==> src/rtl/scmips_pkg.sv <==
// Shared register-file constants and the pending-write entry type.
package scmips_pkg;

  localparam int unsigned ADDR_W = 3;
  localparam int unsigned DATA_W = 8;
  localparam logic [ADDR_W-1:0] REG_ZERO = '0;

  typedef struct packed {
    logic [ADDR_W-1:0] addr;
    logic [DATA_W-1:0] data;
  } wb_entry_t;

endpackage

==> src/rtl/wb_entry_fifo.sv <==
// Circular FIFO of pending register writes; the storage and read pointer are
// exposed so the top level can search the pending entries.
module wb_entry_fifo
  import scmips_pkg::*;
#(
  parameter int unsigned DEPTH = 4,
  localparam int unsigned PTR_W = $clog2(DEPTH),
  localparam int unsigned CNT_W = $clog2(DEPTH) + 1
) (
  input  logic                   clk,
  input  logic                   rst_n,
  input  logic                   push,
  input  wb_entry_t              push_entry,
  input  logic                   pop,
  output wb_entry_t              head,
  output wb_entry_t [DEPTH-1:0]  entries,
  output logic [PTR_W-1:0]       rd_ptr,
  output logic [CNT_W-1:0]       count,
  output logic                   full,
  output logic                   empty
);

  wb_entry_t [DEPTH-1:0] mem_q;
  logic [PTR_W-1:0]      wr_ptr_q, rd_ptr_q;
  logic [CNT_W-1:0]      count_q, count_d;
  logic                  do_push, do_pop;

  assign full    = (count_q == CNT_W'(DEPTH));
  assign empty   = (count_q == '0);
  assign do_push = push && !full;
  assign do_pop  = pop && !empty;

  always_comb begin
    count_d = count_q;
    unique case ({do_push, do_pop})
      2'b10:   count_d = count_q + CNT_W'(1);
      2'b01:   count_d = count_q - CNT_W'(1);
      default: count_d = count_q;
    endcase
  end

  // DEPTH is a power of two, so pointer overflow is the modulo wrap.
  always_ff @(posedge clk or negedge rst_n) begin
    if (!rst_n) begin
      mem_q    <= '0;
      wr_ptr_q <= '0;
      rd_ptr_q <= '0;
      count_q  <= '0;
    end else begin
      if (do_push) begin
        mem_q[wr_ptr_q] <= push_entry;
        wr_ptr_q        <= wr_ptr_q + PTR_W'(1);
      end
      if (do_pop) begin
        rd_ptr_q <= rd_ptr_q + PTR_W'(1);
      end
      count_q <= count_d;
    end
  end

  assign head    = mem_q[rd_ptr_q];
  assign entries = mem_q;
  assign rd_ptr  = rd_ptr_q;
  assign count   = count_q;

endmodule

==> src/rtl/reg_writeback_buffer.sv <==
// Register-file write buffer: filters $R0 writes, drains one entry per cycle.
// Optional bypass lookup enabled by defining REG_WB_BYPASS_EN.
module reg_writeback_buffer
  import scmips_pkg::*;
#(
  parameter int unsigned DEPTH = 4,
  localparam int unsigned PTR_W = $clog2(DEPTH),
  localparam int unsigned CNT_W = $clog2(DEPTH) + 1
) (
  input  logic              clk,
  input  logic              rst_n,
  input  logic              wb_valid,
  output logic              wb_ready,
  input  logic [ADDR_W-1:0] wb_addr,
  input  logic [DATA_W-1:0] wb_data,
  input  logic              rf_ready,
  output logic [ADDR_W-1:0] reg_write,
  output logic              reg_write_signal,
  output logic [DATA_W-1:0] in_data,
  output logic [CNT_W-1:0]  count,
  input  logic [ADDR_W-1:0] lk_addr,
  output logic              lk_hit,
  output logic [DATA_W-1:0] lk_data
);

  wb_entry_t             head;
  wb_entry_t [DEPTH-1:0] entries;
  logic [PTR_W-1:0]      rd_ptr;
  logic                  full, empty, push;

  // $R0 writes complete the handshake but are never queued.
  assign push             = wb_valid && !full && (wb_addr != REG_ZERO);
  assign wb_ready         = !full;
  assign reg_write_signal = !empty && rf_ready;
  assign reg_write        = empty ? '0 : head.addr;
  assign in_data          = empty ? '0 : head.data;

  wb_entry_fifo #(
    .DEPTH (DEPTH)
  ) u_fifo (
    .clk        (clk),
    .rst_n      (rst_n),
    .push       (push),
    .push_entry ('{addr: wb_addr, data: wb_data}),
    .pop        (reg_write_signal),
    .head       (head),
    .entries    (entries),
    .rd_ptr     (rd_ptr),
    .count      (count),
    .full       (full),
    .empty      (empty)
  );

`ifdef REG_WB_BYPASS_EN
  // Walk oldest to youngest so the last match is the youngest pending write.
  always_comb begin
    logic [PTR_W-1:0] idx;
    lk_hit  = 1'b0;
    lk_data = '0;
    idx     = '0;
    for (int unsigned i = 0; i < DEPTH; i++) begin
      idx = rd_ptr + PTR_W'(i);
      if ((CNT_W'(i) < count) && (lk_addr != REG_ZERO) && (entries[idx].addr == lk_addr)) begin
        lk_hit  = 1'b1;
        lk_data = entries[idx].data;
      end
    end
  end
`else
  logic unused_bypass;
  assign unused_bypass = ^{lk_addr, entries, rd_ptr};
  assign lk_hit        = 1'b0;
  assign lk_data       = '0;
`endif

endmodule

==> config.mk <==
export PLATFORM = sky130hd
export DESIGN_NAME = reg_writeback_buffer
export DESIGN_NICKNAME = d
export VERILOG_FILES = /design/src/rtl/scmips_pkg.sv /design/src/rtl/wb_entry_fifo.sv /design/src/rtl/reg_writeback_buffer.sv
export SDC_FILE = /design/constraint.sdc
export NUM_CORES = 1
export LEC_CHECK = 0
export ABC_CLOCK_PERIOD_IN_PS = 2600
export BUFFER_PORTS_ARGS = -buffer_cell sky130_fd_sc_hd__buf_2
export CORE_MARGIN = 1.5
export CORE_UTILIZATION = 56
export CTS_CLUSTER_DIAMETER = 100
export DETAILED_ROUTE_END_ITERATION = 16
export PLACE_DENSITY = 0.77
export REMOVE_ABC_BUFFERS = 1
export SLEW_MARGIN = 10
export SYNTH_ARGS = -nofsm -noshare
export SYNTH_HDL_FRONTEND = slang
export SYNTH_SLANG_ARGS = --single-unit
==> constraint.sdc <==
create_clock -name clk -period 2.6 [get_ports clk]
set_input_delay 0 -clock clk [delete_from_list [all_inputs] [get_ports clk]]
set_output_delay 0 -clock clk [all_outputs]
set_load 0.03 [all_outputs]
==> impl_metrics.env, run 1 <==
export IMPL_status="complete, no violations"
export IMPL_drc=0
export IMPL_cellPowerDensity_mw_per_mm2=1410
export IMPL_cts_root_buf="clkbuf_8"
export IMPL_worstMarginPinSlew_ns=0.651
export IMPL_htree_levels=2
export IMPL_internal_power_uw=2660
export IMPL_hold_class="input pin to flip-flop"
export IMPL_initial_core_util_pct=59.8
export IMPL_p_sw_uw=1640
export IMPL_drv_cap=0
export IMPL_slew_headroom_pct=56.6
export IMPL_timing_setup_tns_ns=0
export IMPL_final_nets=239
export IMPL_reg2reg_depth=9
export IMPL_finalMaxSlewViolations=0
export IMPL_total_leakage_power_uw=0.00143
export IMPL_drt_total_wl_um=4900
export IMPL_vdd_drop_max_mv=0.675
export IMPL_coreArea_mm2=0.00447
export IMPL_grt_util_all_layers_pct=21.0
export IMPL_vias=1457
export IMPL_drive_gt1_share_pct=49.1
export IMPL_antenna_found_initial=0
export IMPL_drt_pass1_iter_count=4
export IMPL_io_pin_count=43
export IMPL_rows=24
export IMPL_swShare_pct=38.1
export IMPL_yosys_warnings=0
export IMPL_cts_clk_slew_worst_paths_ns=0.09
export IMPL_cts_tree="yes"
export IMPL_hold_end="u_fifo.entries[20]"
export IMPL_start_kind="flip-flop"
export IMPL_wire_per_inst_um=18.3
export IMPL_worstPathCellList="nor3b_4 > nor3b_1 > inv_1 > ha_1 > inv_1 > fa_1 > xor2_1 > nor2_1 > xor2_1"
export IMPL_clock_sinks=51
export IMPL_io_buffers=30
export IMPL_power_frac_seq_pct=35.6
export IMPL_finalCritPeriodShare_pct=83.5
export IMPL_worst_path_max_delay_cell="dfrtp_1"
export IMPL_post_cts_buffers=0
export IMPL_syn_inst=170
export IMPL_hold_depth=2
export IMPL_rsz0062_at_grt="false"
export IMPL_synth_area_mm2=0.00267
export IMPL_overflow=0
export IMPL_viasPerCell=5.44
export IMPL_synthToLayoutAreaGrowth_pct=13.8
export IMPL_clk_latency_ns=0.30
export IMPL_worstReg2RegStart="u_fifo.count[0]"
export IMPL_fmax_mhz=461
export IMPL_hold_viol_final=0
export IMPL_die_area_mm2=0.00520
export IMPL_place_hpwl_um=3250
export IMPL_critical_path_class="flip-flop to flip-flop"
export IMPL_power_frac_clock_pct=11.7
export IMPL_worstPathRequired_ns=2.83
export IMPL_ys_ff_latch=51
export IMPL_critical_path_top_delay_family="simple AND/OR/NAND/NOR gates"
export IMPL_finClkSkew_ns=0.00382
export IMPL_yosysSeqAreaShare_pct=47.7
export IMPL_whs_ns=0.0245
export IMPL_drtIter0Drc=196
export IMPL_cp_num_buf_inv=2
export IMPL_rrSetupSlack_ns=0.43
export IMPL_fin_crit_ns=2.17
export IMPL_grt_pass1_vias=1527
export IMPL_arrival_ns=2.40
export IMPL_syn_avg_cell_area_um2=15.7
export IMPL_grt_max_degree=52
export IMPL_r2r_end="u_fifo.count[2]"
export IMPL_die_y_um=72.1
export IMPL_ant_nets=0
export IMPL_synth_cell_types=24
export IMPL_grt_pass1_wl_um=8090
export IMPL_clockBufferDepth=2
export IMPL_slowest_delay_ns=0.46
export IMPL_cp_max_fo=6
export IMPL_end_kind="flip-flop"
export IMPL_cts_resized=0
export IMPL_finalSetupViolCount=0
export IMPL_cts_buffers=5
export IMPL_n_antenna_cell=0
export IMPL_die_x_um=72.1
export IMPL_min_from="wb_addr[1]"
export IMPL_finalWeightedCongestion=0.737
export IMPL_comb_power_share_pct=52.7
-- power by group through the flow --
stage,combinational [uW],clock [uW],sequential [uW]
floorplan,1740,0,1500
finish,2260,504,1530
CTS,2290,510,1530
detailed placement,2280,0,1530
global route,2440,541,1580
global placement,2230,0,1490
-- cell type report --
cell class | count | area, um^2
clock buffer | 7 | 96.3
clock inverter | 1 | 7.51
inverter | 7 | 26.3
fill | 319 | 1430
timing repair buffer | 46 | 298
multi-input combinational | 104 | 1270
sequential | 51 | 1280
tap | 52 | 65.1
-- Yosys cell counts --
cell type  count  area (um^2)
xor2_1         3         26.3
buf_6          4         45.0
mux2_2         5         56.3
xnor2_1        3         26.3
clkbuf_1       1         3.75
nor3b_4        1         18.8
nand3b_1       1         7.51
conb_1         1         3.75
nand2_1        4         15.0
buf_4         10         75.1
fa_1           1         20.0
inv_1          7         26.3
nor3_1         1         5.00
mux4_2        11          248
dfrtp_1       51         1280
mux2i_1        1         10.0
buf_2          1         5.00
ha_1           5         62.6
nor3_4         1         16.3
nor2_1         1         3.75
mux2_4        40          601
nor3b_1        1         7.51
nor3_2         4         40.0
nor2b_1       12         75.1
-- metrics by stage --
stage	setup WS, ns	utilization, %	total power (uW)	cells	area [um^2]
2_1_floorplan	-0.113	-	3240	162	2570
3_3_place_gp	0.507	63.4	3710	250	2840
3_5_place_dp	0.423	63.4	3810	250	2840
4_1_cts	0.401	67.9	4330	268	3040
5_1_grt	0.227	68.0	4550	268	3040
6_report	0.430	68.0	4300	268	3040
-- flip-flops by register name, indices dropped and copies added (netlist names) --
| register | count |
|---|---|
| u_fifo.wr_ptr_q | 2 |
| u_fifo.entries | 44 |
| u_fifo.count | 3 |
| u_fifo.rd_ptr | 2 |
-- logic make-up (layout without fill, tap and decap cells) --
group	count (synthesis)	count (layout)	synth area share, %
mux	57	57	34.2
flops	51	51	47.7
simple gates	26	26	7.07
buf+inv	23	61	5.80
fa+ha+maj	6	6	3.09
xor+xnor	6	6	1.97
other cells	1	9	0.140
-- placed cells by master (no fill, tap or decap), types with 4 or more instances in the layout --
master / count
buf_2: 29
buf_4: 7
clkbuf_8: 7
conb_1: 9
dfrtp_1: 51
dlygate4sd3_1: 10
ha_1: 5
inv_1: 7
mux2_2: 5
mux2_4: 40
mux4_2: 11
nand2_1: 4
nor2b_1: 12
nor3_2: 4
-- per-layer routing --
layer  wire, um  share of wire, %  GRT usage, %
met5          0                 0             0
met4         38              0.78          3.77
met3        173               3.5          5.83
met2       2490                51          34.4
met1       2200                45          28.9
-- timing repair --
item                       in CTS  in global routing
hold endpoints to repair       84                  0
hold buffers                   10                  0
setup endpoints to repair       0                  0
-- worst max path at each step --
stage                    startpoint              end  depth (start not counted)
floorplan           u_fifo.count[0]  u_fifo.count[2]                          8
global placement    u_fifo.count[0]  u_fifo.count[2]                          9
detailed placement  u_fifo.count[0]  u_fifo.count[2]                          9
CTS                 u_fifo.count[0]  u_fifo.count[2]                          9
global route        u_fifo.count[0]  u_fifo.count[2]                          9
finish              u_fifo.count[0]  u_fifo.count[2]                          9
-- worst register-to-register path, cell delays in order, from the launching register on --
cell	delay, ns
dfrtp_1	0.46
nor3b_4	0.39
nor3b_1	0.17
inv_1	0.08
ha_1	0.17
inv_1	0.06
fa_1	0.37
xor2_1	0.15
nor2_1	0.11
xor2_1	0.15
Power figures use the tool's default switching activity.
==> run 2, diff against run 1 <==
- ABC_CLOCK_PERIOD_IN_PS: 2600 -> 1850
- CORE_UTILIZATION: 56 -> 51
- PLACE_DENSITY: 0.77 -> 0.74
- clock period: 2.6 -> 1.85 ns (I/O delays scaled with it)
==> impl_metrics.env, run 2 (same netlist as run 1, synthesis figures left out) <==
export IMPL_p_total_uw=6400
export IMPL_grt_util_all_layers_pct=21.2
export IMPL_die_x_um=75.4
export IMPL_die_y_um=75.4
export IMPL_clk_latency_ns=0.31
export IMPL_clock_sinks=51
export IMPL_slew_headroom_pct=63.4
export IMPL_critical_path_class="flip-flop to flip-flop"
export IMPL_finClkSkew_ns=0.00929
export IMPL_cp_max_fo=2
export IMPL_cts_root_buf="clkbuf_8"
export IMPL_io_buffers=30
export IMPL_use_met3_pct=5.56
export IMPL_drt_pass1_iter_count=4
export IMPL_drt_total_wl_um=5330
export IMPL_final_cell_mix="dfrtp_1, mux2_4, buf_2"
export IMPL_drv_cap=0
export IMPL_place_area_mm2=0.00298
export IMPL_stdcell_area_mm2=0.00325
export IMPL_hold_depth=2
export IMPL_initial_core_util_pct=52.7
export IMPL_n_antenna_cell=0
export IMPL_synthToLayoutAreaGrowth_pct=21.7
export IMPL_hold_viol_final=0
export IMPL_dp_cells=281
export IMPL_failed_checks="setup timing"
export IMPL_met2_usage_pct=36.9
export IMPL_final_nets=256
export IMPL_cpMostUsedCell="xor2_1"
export IMPL_drc=0
export IMPL_cts_tree="yes"
export IMPL_slowest_delay_ns=0.44
export IMPL_worst_path_max_delay_cell="dfrtp_2"
export IMPL_fmax_mhz=535
export IMPL_hold_class="input pin to flip-flop"
export IMPL_io_pin_count=43
export IMPL_ant_nets=0
export IMPL_coreArea_mm2=0.00507
export IMPL_largest_reg_flops=44
export IMPL_place_hpwl_um=3800
export IMPL_end_kind="flip-flop"
export IMPL_fin_ws_ns=-0.0195
export IMPL_worstPathRequired_ns=2.08
export IMPL_r2r_end="u_fifo.count[2]"
export IMPL_status="complete, but fails checks"
export IMPL_die_area_mm2=0.00569
export IMPL_grt_pass1_vias=1702
export IMPL_finalSetupViolCount=1
export IMPL_rrSetupSlack_ns=-0.02
export IMPL_cts_buffers=5
export IMPL_worstReg2RegStart="u_fifo.count[1]"
export IMPL_grt_max_degree=26
export IMPL_layout_cells_most_common="dfrtp_1"
export IMPL_grt_pass1_wl_um=8580
export IMPL_arrival_ns=2.10
export IMPL_total_leakage_power_uw=0.00153
export IMPL_fin_crit_ns=1.87
export IMPL_fin_cells=303
export IMPL_cellPowerDensity_mw_per_mm2=1970
export IMPL_finalWeightedCongestion=0.765
export IMPL_hold_end="u_fifo.entries[9]"
export IMPL_finalCritPeriodShare_pct=101
export IMPL_critical_path_top_delay_family="adder cells"
export IMPL_start_kind="flip-flop"
export IMPL_viasPerCell=5.05
export IMPL_drive_gt1_share_pct=56.2
export IMPL_timing_setup_tns_ns=-0.0195
export IMPL_rsz0062_at_grt="true"
export IMPL_multi_input_area_mm2=0.00130
export IMPL_antenna_found_initial=0
export IMPL_vdd_drop_max_mv=0.908
export IMPL_cp_num_buf_inv=2
export IMPL_drtIter0Drc=47
export IMPL_overflow=0
export IMPL_vias=1530
export IMPL_register_area_mm2=0.00128
export IMPL_min_from="wb_addr[1]"
export IMPL_grt_busiest_layer="met2"
export IMPL_rows=26
export IMPL_use_met1_pct=26.2
export IMPL_finalMaxSlewViolations=0
export IMPL_worstMarginPinSlew_ns=0.550
export IMPL_wire_per_inst_um=17.6
export IMPL_htree_levels=2
export IMPL_clockBufferDepth=2
export IMPL_whs_ns=0.0215
export IMPL_cts_clk_slew_worst_paths_ns=0.09
export IMPL_worstPathCellList="nor3b_4 > nor3b_2 > inv_1 > ha_4 > inv_2 > fa_2 > xor2_1 > nor2_1 > xor2_1"
export IMPL_reg2reg_depth=9
export IMPL_nFillCells=412
==> run 2: cell count changes in the layout (fill, tap and decap cells not counted), sizes merged <==
cell and delta:
clkinvlp -1, buf +17, bufinv +1, clkinv +2
clkbuf -2
==> run 2: worst register-to-register path: cells and delay by family, from the launching register on <==
| family | cells | cell delay [ns] |
|---|---|---|
| XOR/XNOR | 2 | 0.32 |
| AND/OR/NAND/NOR | 3 | 0.44 |
| buffers and inverters | 2 | 0.13 |
| flip-flops | 1 | 0.44 |
| adder cells (fa/ha/maj) | 2 | 0.48 |
==> run 2: cell type report <==
cell class / instances / share of cell area (%)
clock buffers: 5 / 2.12
well taps: 70 / 2.69
flip-flops and latches: 51 / 39.3
clock inverters: 3 / 1.35
multi-input cells: 104 / 40.0
inverters: 7 / 0.808
repair buffers: 63 / 13.8
==> run 2: worst max-delay path by stage <==
stage,depth (start not counted),slack [ns],endpoint,from
after detailed placement,9,-0.1,u_fifo.count[2],u_fifo.count[1]
final,9,-0.02,u_fifo.count[2],u_fifo.count[1]
after global routing,9,-0.14,u_fifo.count[2],u_fifo.count[2]
after global placement,9,0.04,u_fifo.count[2],u_fifo.count[1]
after CTS,9,-0.04,u_fifo.count[2],u_fifo.count[0]
after floorplan,8,-0.86,u_fifo.count[2],u_fifo.count[0]
==> run 2: repair_timing <==
action | in CTS | in global routing
setup endpoints to repair | 2 | 2
buffers inserted | 1 | 3
hold buffers | 10 | 0
pin swaps | 1 | 4
resized for setup | 5 | 4
gates cloned | 0 | 0
hold endpoints to repair | 56 | 0
==> run 2: report_power, final <==
group | leakage (uW) | internal [uW] | switching [uW] | total [uW]
Combinational | 0.000868 | 1900 | 1660 | 3560
Clock | 0.0000581 | 403 | 376 | 779
Sequential | 0.000602 | 1700 | 360 | 2060
Total | 0.00153 | 4010 | 2390 | 6400
==> run 2: per-stage QoR <==
step	utilization (%)	worst slack, ns
finish	64.1	-0.0195
global route	64.1	-0.139
CTS	63.3	-0.0357
detailed placement	58.7	-0.0993
global placement	58.7	0.0390
floorplan	-	-0.863
==> run 2: metal layers <==
layer | wire length, um | up-vias
met3 | 166 | 9
li1 | - | 694
met2 | 2740 | 30
met1 | 2350 | 797
met4 | 71 | 0
met5 | 0 | -
==> run 3, diff against run 2 <==
- ABC_AREA: not set -> 1
==> impl_metrics.env, run 3 <==
export IMPL_synth_area_top_cells="dfrtp_1, nand2_1, nand4_1, nor2_1, o21ai_0"
export IMPL_grt_util_all_layers_pct=24.6
export IMPL_slew_headroom_pct=65.3
export IMPL_syn_inst=342
export IMPL_dp_slack_ns=-0.0737
export IMPL_synth_area_mm2=0.00282
export IMPL_cts_buffers=5
export IMPL_slowest_delay_ns=0.42
export IMPL_cellPowerDensity_mw_per_mm2=1830
export IMPL_drt_pass1_iter_count=4
export IMPL_clk_latency_ns=0.31
export IMPL_worstMarginPinSlew_ns=0.520
export IMPL_grt_max_degree=49
export IMPL_n_antenna_cell=0
export IMPL_critPathLaunch="u_fifo.count[1]"
export IMPL_htree_levels=2
export IMPL_yosysSeqAreaShare_pct=45.3
export IMPL_crit_end="u_fifo.count[2]"
export IMPL_syn_avg_cell_area_um2=8.24
export IMPL_status="complete, no violations"
export IMPL_synth_cell_types=23
export IMPL_comb_power_share_pct=57.1
export IMPL_worstReg2RegStart="u_fifo.count[1]"
export IMPL_cts_root_buf="clkbuf_8"
export IMPL_layout_cells_most_common="nand2_1"
export IMPL_initial_core_util_pct=54.1
export IMPL_p_total_uw=5990
export IMPL_io_buffers=30
export IMPL_place_area_mm2=0.00301
export IMPL_synth_top_area_share_pct=45.3
export IMPL_drive_gt1_share_pct=20.5
export IMPL_die_y_um=77.3
export IMPL_drtIter0Drc=241
export IMPL_timing_setup_tns_ns=0
export IMPL_end_kind="flip-flop"
export IMPL_hold_class="input pin to async pin"
export IMPL_worst_path_max_delay_cell="dfrtp_1"
export IMPL_clockBufferDepth=2
export IMPL_place_hpwl_um=4290
export IMPL_worstPathCellList="nor2_4 > a21oi_4 > nand2_2 > ha_4 > inv_2 > fa_2 > or2_4 > nand2_2 > xor2_1"
export IMPL_swShare_pct=48.1
export IMPL_yosysMostFrequentCell="nand2_1"
export IMPL_ant_nets=0
export IMPL_antenna_found_initial=0
export IMPL_arrival_ns=2.03
export IMPL_rows=26
export IMPL_power_frac_clock_pct=11.0
export IMPL_yosys_area_top_type="dfrtp_1"
export IMPL_synth_edf_count=0
export IMPL_final_cell_mix="nand2_1, dfrtp_1, nand4_1"
export IMPL_die_area_mm2=0.00598
export IMPL_netlist_top_cells_count="nand2_1, dfrtp_1, nand4_1, nor2_1, o21ai_0"
export IMPL_grt_pass1_wl_um=11500
export IMPL_start_kind="flip-flop"
export IMPL_coreArea_mm2=0.00520
export IMPL_die_x_um=77.3
export IMPL_vdd_drop_max_mv=1.14
export IMPL_overflow=0
export IMPL_fin_ws_ns=0.0557
export IMPL_worstPathRequired_ns=2.08
export IMPL_yosys_warnings=0
export IMPL_hold_viol_final=0
export IMPL_finalCritPeriodShare_pct=97.0
export IMPL_total_leakage_power_uw=0.00168
export IMPL_cpMostUsedCell="nand2_2"
export IMPL_p_sw_uw=2880
export IMPL_viasPerCell=5.42
export IMPL_fin_crit_ns=1.79
export IMPL_largest_reg_flops=44
export IMPL_cts_tree="yes"
export IMPL_critical_path_class="flip-flop to flip-flop"
export IMPL_wire_per_inst_um=15.1
export IMPL_ys_ff_latch=51
export IMPL_vias=2497
export IMPL_finalWeightedCongestion=0.794
export IMPL_reg2reg_depth=9
export IMPL_cp_max_fo=3
export IMPL_async_reset_ff_share_pct=100
export IMPL_synth_flop_cell="dfrtp_1"
export IMPL_stdcell_area_mm2=0.00328
export IMPL_power_frac_seq_pct=31.9
export IMPL_rsz0062_at_grt="true"
export IMPL_rrSetupSlack_ns=0.06
export IMPL_finalSetupViolCount=0
export IMPL_final_nets=415
export IMPL_drc=0
export IMPL_cts_clk_slew_worst_paths_ns=0.08
export IMPL_r2r_end="u_fifo.count[2]"
export IMPL_finClkSkew_ns=0.00438
export IMPL_fin_cells=461
export IMPL_synthToLayoutAreaGrowth_pct=16.3
export IMPL_drt_total_wl_um=6950
export IMPL_clock_sinks=51
export IMPL_dp_cells=438
export IMPL_drv_cap=0
export IMPL_internal_power_uw=3110
export IMPL_io_pin_count=43
export IMPL_finalMaxSlewViolations=0
export IMPL_grt_pass1_vias=2366
export IMPL_fmax_mhz=557
-- run 3: changes by cell type after synthesis, sizes merged, moves of 12 or more --
cell   change
nand2     +96
nand4     +48
mux2      -45
nor2      +45
o21ai     +24
buf       +16
a21oi     +13
nor2b     -12
-- run 3: through the flow --
stage | util (%) | hold WS, ns
after floorplan | - | -0.296
after global placement | 57.7 | -0.182
after detailed placement | 57.7 | -0.181
after CTS | 62.4 | 0.0279
after global routing | 63.0 | 0.0460
final | 63.0 | 0.0291
-- run 3: logic make-up (layout without fill, tap and decap cells) --
logic type / Yosys count / in the layout / synth area share [%]
AND/OR/NAND/NOR: 198 / 198 / 33.0
flip-flops: 51 / 51 / 45.3
buffers and inverters: 46 / 87 / 10.7
AO/OA/AOI/OAI: 37 / 37 / 6.97
adder cells (fa/ha/maj): 6 / 6 / 2.93
XOR/XNOR: 3 / 3 / 0.933
other: 1 / 9 / 0.133
-- run 3: worst min path at each step --
stage	to	from	slack, ns	depth (start not counted)
6_report	u_fifo.count[0]	rst_n	0.03	2
5_1_grt	u_fifo.count[0]	rst_n	0.05	2
4_1_cts	u_fifo.count[0]	rst_n	0.03	2
3_5_place_dp	u_fifo.count[0]	rst_n	-0.18	1
3_3_place_gp	u_fifo.count[0]	rst_n	-0.18	1
2_1_floorplan	u_fifo.count[0]	rst_n	-0.30	0
-- run 3: layer usage --
layer / wire length [um] / track usage (%)
met5: 0 / 0
met4: 114 / 8.55
met3: 359 / 3.29
met2: 3520 / 42.0
met1: 2960 / 32.1
-- run 3: cell type report --
class,instances,area (um^2)
tap,70,87.6
clock buffer,6,82.6
multi-input combinational,253,1300
timing repair buffer,68,484
fill,483,1930
inverter,12,45.0
clock inverter,1,5.00
sequential,51,1280
-- run 3: what timing repair did --
action,in CTS,in global routing
endpoints found under the setup margin,1,10
hold endpoints to repair,89,0
setup buffers,1,2
hold buffers,13,0
pin swaps,3,4
gates resized for setup,6,5
-- run 3: critical path, delay by kind of cell (launching register included) --
kind            cells  cell delay [ns]
compound gates      1             0.08
xor+xnor            1             0.14
fa+ha+maj           2             0.47
buf+inv             1             0.04
flops               1             0.42
simple gates        4             0.58
-- run 3: power groups by stage --
stage               registers [uW]  clock network [uW]  logic [uW]
finish                        1910                 656        3420
global route                  1970                 699        3770
CTS                           1910                 661        3380
detailed placement            1940                   0        3300
global placement              1910                   0        3240
floorplan                     2030                   0        2050
